$ cat config.mk
export PLATFORM = sky130hd
export DESIGN_NAME = z_bus_drain_flat
export DESIGN_NICKNAME = d
export VERILOG_FILES = /design/src/rtl/z_bus_drain_if.sv /design/src/rtl/z_bus_drain.sv /design/src/flat_wrapper.sv
export SDC_FILE = /design/constraint.sdc
export NUM_CORES = 1
export LEC_CHECK = 0
export CAP_MARGIN = 10
export CORE_MARGIN = 4
export CORE_UTILIZATION = 46
export CTS_BUF_LIST = sky130_fd_sc_hd__clkbuf_8 sky130_fd_sc_hd__clkbuf_16
export DETAILED_ROUTE_END_ITERATION = 8
export GPL_TIMING_DRIVEN = 1
export PLACE_DENSITY = 0.9
export SETUP_SLACK_MARGIN = 0.05
export SYNTH_ARGS = -nofsm -noshare
export SYNTH_HDL_FRONTEND = slang
export SYNTH_SLANG_ARGS = --single-unit
$ cat constraint.sdc
create_clock -name clock -period 5.8 [get_ports clock]
set_input_delay 1.74 -clock clock [delete_from_list [all_inputs] [get_ports clock]]
set_output_delay 1.74 -clock clock [all_outputs]
set_load 0.005 [all_outputs]
$ cat src/rtl/z_bus_drain_if.sv
// Bus-side bundle of the Z result drain: capture handshake, bus arbitration,
// the data/strobe pair driven toward the CPU bus, and completion status.
interface z_bus_drain_if #(
    parameter int DATA_WIDTH_IN = 64,
    parameter int BUS_WIDTH     = 32
);
    logic                     z_valid;
    logic [DATA_WIDTH_IN-1:0] z_data;
    logic                     z_split;
    logic                     z_ready;
    logic                     bus_req;
    logic                     bus_grant;
    logic [BUS_WIDTH-1:0]     BusMuxOut;
    logic                     ZLowout;
    logic                     ZHighout;
    logic                     done;
    logic [7:0]               xfer_count;

    // Producer/arbiter side: supplies results and grants, observes the drain.
    modport master (
        output z_valid, z_data, z_split, bus_grant,
        input  z_ready, bus_req, BusMuxOut, ZLowout, ZHighout, done, xfer_count
    );

    // Drain side: the z_bus_drain block itself.
    modport slave (
        input  z_valid, z_data, z_split, bus_grant,
        output z_ready, bus_req, BusMuxOut, ZLowout, ZHighout, done, xfer_count
    );
endinterface

$ cat src/rtl/z_bus_drain.sv
// Captures a wide Z result and drains it onto the narrower CPU bus as one
// (LO) or two (LO then HI) granted beats, back-to-back with no idle bubble.
module z_bus_drain #(
    parameter int DATA_WIDTH_IN = 64,
    parameter int BUS_WIDTH     = 32
) (
    input  logic           clock,
    input  logic           clear_n,
    z_bus_drain_if.slave   bus
);
    typedef enum logic [1:0] {IDLE, LOW, HIGH} state_t;

    state_t                   state_q, state_d;
    logic [DATA_WIDTH_IN-1:0] buf_q, buf_d;
    logic                     split_q, split_d;
    logic                     done_q, done_d;
    logic [7:0]               count_q, count_d;
    logic                     final_beat;

    always_comb begin
        // NOTE: every signal gets a default before the case so no path leaves one unassigned (no latches).
        state_d       = state_q;
        buf_d         = buf_q;
        split_d       = split_q;
        done_d        = 1'b0;
        count_d       = count_q;
        final_beat    = 1'b0;
        bus.z_ready   = 1'b0;
        bus.bus_req   = 1'b0;
        bus.BusMuxOut = '0;
        bus.ZLowout   = 1'b0;
        bus.ZHighout  = 1'b0;

        case (state_q)
            IDLE: bus.z_ready = 1'b1;
            LOW: begin
                bus.bus_req   = 1'b1;
                bus.BusMuxOut = buf_q[BUS_WIDTH-1:0];
                bus.ZLowout   = bus.bus_grant;
                if (bus.bus_grant) begin
                    if (split_q) state_d = HIGH;
                    else         final_beat = 1'b1;
                end
            end
            HIGH: begin
                bus.bus_req   = 1'b1;
                bus.BusMuxOut = buf_q[DATA_WIDTH_IN-1:BUS_WIDTH];
                bus.ZHighout  = bus.bus_grant;
                final_beat    = bus.bus_grant;
            end
            default: state_d = IDLE;
        endcase

        // Final beat frees the buffer this very cycle so a waiting result loads with no bubble.
        if (final_beat) begin
            bus.z_ready = 1'b1;
            done_d      = 1'b1;
            count_d     = count_q + 8'd1;
            state_d     = IDLE;
        end

        if (bus.z_valid && bus.z_ready) begin
            buf_d   = bus.z_data;
            split_d = bus.z_split;
            state_d = LOW;
        end
    end

    // NOTE: the result buffer is reset too, so BusMuxOut can never leak stale data after an abort.
    always_ff @(posedge clock or negedge clear_n) begin
        if (!clear_n) begin
            state_q <= IDLE;
            buf_q   <= '0;
            split_q <= 1'b0;
            done_q  <= 1'b0;
            count_q <= 8'd0;
        end else begin
            // NOTE: non-blocking assignments so all flops update from the same pre-edge values.
            state_q <= state_d;
            buf_q   <= buf_d;
            split_q <= split_d;
            done_q  <= done_d;
            count_q <= count_d;
        end
    end

    assign bus.done       = done_q;
    assign bus.xfer_count = count_q;
endmodule

$ cat src/flat_wrapper.sv
// flat-port wrapper written by rule: the top's interface ports become plain ports
module z_bus_drain_flat 
#(
    parameter int DATA_WIDTH_IN = 64,
    parameter int BUS_WIDTH     = 32
)
  (clock, clear_n, bus_z_valid, bus_z_data, bus_z_split, bus_bus_grant, bus_z_ready, bus_bus_req, bus_BusMuxOut, bus_ZLowout, bus_ZHighout, bus_done, bus_xfer_count);
  z_bus_drain_if #(.DATA_WIDTH_IN(DATA_WIDTH_IN), .BUS_WIDTH(BUS_WIDTH)) bus_i ();
  input  logic clock;
  input  logic clear_n;
  input wire logic [$bits(bus_i.z_valid)-1:0] bus_z_valid;
  input wire logic [$bits(bus_i.z_data)-1:0] bus_z_data;
  input wire logic [$bits(bus_i.z_split)-1:0] bus_z_split;
  input wire logic [$bits(bus_i.bus_grant)-1:0] bus_bus_grant;
  output wire logic [$bits(bus_i.z_ready)-1:0] bus_z_ready;
  output wire logic [$bits(bus_i.bus_req)-1:0] bus_bus_req;
  output wire logic [$bits(bus_i.BusMuxOut)-1:0] bus_BusMuxOut;
  output wire logic [$bits(bus_i.ZLowout)-1:0] bus_ZLowout;
  output wire logic [$bits(bus_i.ZHighout)-1:0] bus_ZHighout;
  output wire logic [$bits(bus_i.done)-1:0] bus_done;
  output wire logic [$bits(bus_i.xfer_count)-1:0] bus_xfer_count;
  assign bus_i.z_valid = bus_z_valid;
  assign bus_i.z_data = bus_z_data;
  assign bus_i.z_split = bus_z_split;
  assign bus_i.bus_grant = bus_bus_grant;
  assign bus_z_ready = bus_i.z_ready;
  assign bus_bus_req = bus_i.bus_req;
  assign bus_BusMuxOut = bus_i.BusMuxOut;
  assign bus_ZLowout = bus_i.ZLowout;
  assign bus_ZHighout = bus_i.ZHighout;
  assign bus_done = bus_i.done;
  assign bus_xfer_count = bus_i.xfer_count;
  z_bus_drain #(.DATA_WIDTH_IN(DATA_WIDTH_IN), .BUS_WIDTH(BUS_WIDTH)) u_core (.clock(clock), .clear_n(clear_n), .bus(bus_i));
endmodule
Yosys cells after proc, flatten, opt, wreduce, memory -nomap -nowiden --
Cells that the tools add are included.
Cells by class: reductions and logical operators 5, multiplexer cells 15, div/mod/pow operators 0, shift-type cells 0, magnitude comparators 0, eq/ne operators 5, bitwise logic cells 0, add/subtract/negate cells 1, $mul 0
Operator list (number):
- $pmux W32 S2 | 1
- $add A8 B1 Y8 const B | 1
- $mux W1 | 8
- $mux W2 | 4
- $ne A4 B1 Y1 const B | 1
- $ne A4 B2 Y1 const B | 1
- $pmux W2 S2 | 1
- $reduce_or A2 Y1 | 2
- $ne A3 B1 Y1 const B | 1
- $reduce_and A3 Y1 | 1
- $eq A2 B1 Y1 const B | 1
- $eq A2 B2 Y1 const B | 1
- $logic_not A2 Y1 | 1
- $pmux W1 S2 | 1
- $logic_and A1 B1 Y1 | 1
Word-level totals: bits in latches 0, bits of input ports 69, ROM bits 0, RAM bits 0, logic and storage cells 31, output and inout port bits 45, memories kept 0, bits in registers 76

Depth between registers and ports, before layout --
depth after elaboration 7, depth in mapped cells 9, depth with buffers taken out 6

Worst setup path after synthesis --
OpenSTA, ideal clock, no wires.
kind input -> output, start input port bus_bus_grant, end output port bus_z_ready, data arrival time 2322 ps, path slack 1738 ps, data required time 4060 ps, buffers on the path 1, stages on the path 3, path through o211a_4 > buf_2 > or2_2
Between the ends: word-level cells in the longest chain between the ends 3
RTL lines:
- start: declaration | line flat_wrapper.sv:14 | input wire logic [$bits(bus_i.bus_grant)-1:0] bus_bus_grant;
- $mux W1 | line z_bus_drain.sv:40 | if (bus.bus_grant) begin
- $pmux W1 S2 (*) | line z_bus_drain.sv:34 | case (state_q)
- $mux W1 (*) | line z_bus_drain.sv:55 | if (final_beat) begin
- end: declaration | line flat_wrapper.sv:15 | output wire logic [$bits(bus_i.z_ready)-1:0] bus_z_ready;
Every way passes the cells marked *; elsewhere a longest branch is shown, timed or not.

Worst setup path in the final report --
Same ends and word-level chain as after synthesis.

==> results.json <==
{
  "status": "finished, final reports clean",
  "hold_path.class": "flop to flop",
  "timing.hold.ws_ns": 0.477,
  "cts.sinks": 76,
  "report.final.slew_viol_count": 0,
  "htreeDepth": 3,
  "routed_wl_um": 8040,
  "drt_iter0_drc": 88,
  "gp_congestion": 0.780,
  "die_x_um": 97.1,
  "num_rows": 32,
  "dp_cells": 460,
  "startpoint": "bus_bus_grant",
  "antenna_found_initial": 0,
  "fp.dieH_um": 97.1,
  "reg2reg_slack_ns": 3.17,
  "ir_drop_mv": 0.249,
  "netlist_area_sq_um": 3650,
  "slew_headroom_pct": 38.8,
  "worstMarginPinSlew_ns": 0.918,
  "skew_ns": 0.00723,
  "track_usage_pct": 17.4,
  "core_area_sq_um": 7730,
  "leakage_nw": 2.11,
  "cts-root-buf": "clkbuf_8",
  "endpoint_kind": "output port",
  "area_growth_pct": 36.2,
  "drcViolationCount": 0,
  "io_pins": 114,
  "reg2regPathDepth": 7,
  "portBuffers": 113,
  "ant_nets": 0,
  "synthAdderAreaFrac_pct": 1.37,
  "worstSkewPairLatency_ns": 0.34,
  "synth_compound_area_share_pct": 8.29,
  "maxClockFrequency_ghz": 0.203,
  "wl_per_cell_um": 16.9,
  "cp-start-kind": "input port",
  "syn_avg_cell_area_sq_um": 14.1,
  "layout_setup_ws_ns": 0.865,
  "clk_path_buf_depth": 2,
  "synth_seq_cells": 76,
  "via_per_inst": 5.21,
  "fin_crit_ns": 4.94,
  "crit_type": "input port to output port",
  "path_buf_inv": 2,
  "grt_pass1_wl_um": 13300,
  "num-nets-final": 442,
  "rsz0062_at_grt": "false",
  "crit_chain": "clkdlybuf4s50_1, o211a_4, or2_2, clkdlybuf4s50_1",
  "synth_cells": 259,
  "synth_xor_area_share_pct": 1.68,
  "cts_tree": "yes",
  "worst-path-stages": 4,
  "tns_ns": 0,
  "required_ns": 4.06,
  "worstPathArrival_ns": 3.20,
  "finalSetupViolations": 0,
  "grt_max_degree": 77,
  "first_global_vias": 2668,
  "hold_viol": 0,
  "synth_top_family_by_area": "multiplexers",
  "overflow": 0,
  "regToRegEndpoint": "u_core.buf_q[34]",
  "ctsHoldBuffers": 0,
  "cp-endpoint": "bus_z_ready",
  "ys_seq_area_share_pct": 52.1,
  "design.die.area_sq_um": 9430,
  "place_ws_ns": 0.852,
  "powerDensity_nw_per_um2": 501,
  "crit_path_top_delay_cell": "clkdlybuf4s50_1",
  "cts_setup_buffers": 0,
  "worst-path-max-fanout": 13,
  "firstDrtPassIters": 4,
  "synth_simple_gate_area_share_pct": 7.88,
  "fin_crit_sh_pct": 85.1,
  "muxShareOfSynthArea_pct": 24.0,
  "vias": 2482,
  "synth_cell_types": 29,
  "drive_gt1_share_pct": 23.3,
  "drv_cap": 0,
  "cp_common_cell": "clkdlybuf4s50_1",
  "cts_buffers": 9,
  "cts_resized": 0,
  "final_cells": 476,
  "initial_core_util_pct": 47.2,
  "cts.clk_slew.worst_paths_ns": 0.08,
  "yosysWarnings": 0,
  "cpLargestDelayFamily": "buffers and inverters",
  "num_antenna_cells": 0,
  "post-dp-hpwl_um": 5540,
  "synth_nets": 332,
  "rr_startpoint": "u_core.state_q[1]",
  "critPathMaxStageDelay_ns": 0.54,
  "min_from": "u_core.bus.xfer_count[7]"
}
==> cells by family after synthesis <==
family          count (synthesis)
xor+xnor                        7
mux                            66
fa+ha+maj                       4
compound gates                 38
flops                          76
buf+inv                        21
simple gates                   47
==> cell usage after synthesis <==
cell        n  area [sq um]
buf_6       1          11.3
o211a_4     1          17.5
a31oi_1     1          6.26
nand2_1     2          7.51
o21ai_0     1          5.00
xor2_1      1          8.76
buf_2       2          10.0
inv_1       2          7.51
or2_2       1          6.26
nand4_1     5          31.3
and3_1      3          18.8
nor3_1      1          5.00
buf_12      4          80.1
nor2b_1    33           206
mux2_1      4          45.0
buf_4       2          15.0
buf_8       1          15.0
mux2_2     27           304
a2111oi_0   1          8.76
and2_1      2          12.5
o21ai_4     1          16.3
dfrtp_1    76          1900
ha_1        4          50.1
buf_1       3          11.3
mux2_4     35           526
o41ai_1     1          8.76
a22oi_1    32           240
xnor2_1     6          52.6
clkbuf_1    6          22.5
==> worst register-to-register path: stages, from the launching register on <==
cell and delay [ns]:
dfrtp_1 0.39, inv_1 0.07, ha_1 0.44, nor2b_1 0.26
o211a_4 0.29, o21ai_4 0.14, buf_4 0.49, mux2_2 0.43
==> area by class of cell <==
| class | count | area [sq um] |
|---|---|---|
| Inverter | 2 | 7.51 |
| Tap cell | 102 | 128 |
| Sequential cell | 76 | 1900 |
| Fill cell | 586 | 2760 |
| Clock buffer | 9 | 124 |
| Multi-Input combinational cell | 162 | 1580 |
| Timing Repair Buffer | 118 | 1170 |
| Clock inverter | 7 | 67.6 |
==> sequential cells by signal, indices dropped and copies added, names as in the netlist <==
name and count:
u_core.split_q 1, u_core.bus.xfer_count 8, u_core.bus.done 1, u_core.state_q 2, u_core.buf_q 64
==> where the power goes <==
part           leakage, nW  switching, mW  internal (mW)
Clock               0.0910          0.190          0.196
Sequential           0.906          0.157          0.786
Combinational         1.12          0.434          0.729
==> worst min-delay path by stage <==
stage	endpoint	slack, ns	depth (start not counted)
after global routing	u_core.bus.xfer_count[7]	0.50	1
final	u_core.bus.xfer_count[7]	0.48	1
after detailed placement	u_core.bus.xfer_count[7]	0.47	1
after CTS	u_core.bus.xfer_count[7]	0.48	1
after floorplan	u_core.buf_q[12]	0.46	1
after global placement	u_core.bus.xfer_count[7]	0.46	1
==> metrics by stage <==
stage          power [mW]  area [sq um]  utilization [%]
2_1_floorplan        1.70          3650                -
3_3_place_gp         2.07          4780             61.9
3_5_place_dp         2.12          4780             61.9
4_1_cts              2.51          4970             64.3
5_1_grt              2.65          4970             64.3
6_report             2.49          4970             64.3
==> layer usage <==
metal	wire length, um	global-route usage (%)
met5	0	0
met2	4040	28.6
met1	3540	22.7
met4	75	4.75
met3	388	4.74
==> cell usage in the layout, fill, tap and decap left out <==
master             n
a2111oi_0          1
a22oi_1           32
a31oi_1            1
and2_1             2
and3_1             3
buf_4              6
bufinv_16          1
clkbuf_8           9
clkdlybuf4s50_1  112
clkinv_2           3
clkinvlp_4         3
dfrtp_1           76
ha_1               4
inv_1              2
mux2_1             4
mux2_2            27
mux2_4            35
nand2_1            2
nand4_1            5
nor2b_1           33
nor3_1             1
o211a_4            1
o21ai_0            1
o21ai_4            1
o41ai_1            1
or2_2              1
xnor2_1            6
xor2_1             1
No activity file was read; power rests on OpenSTA's default activity.
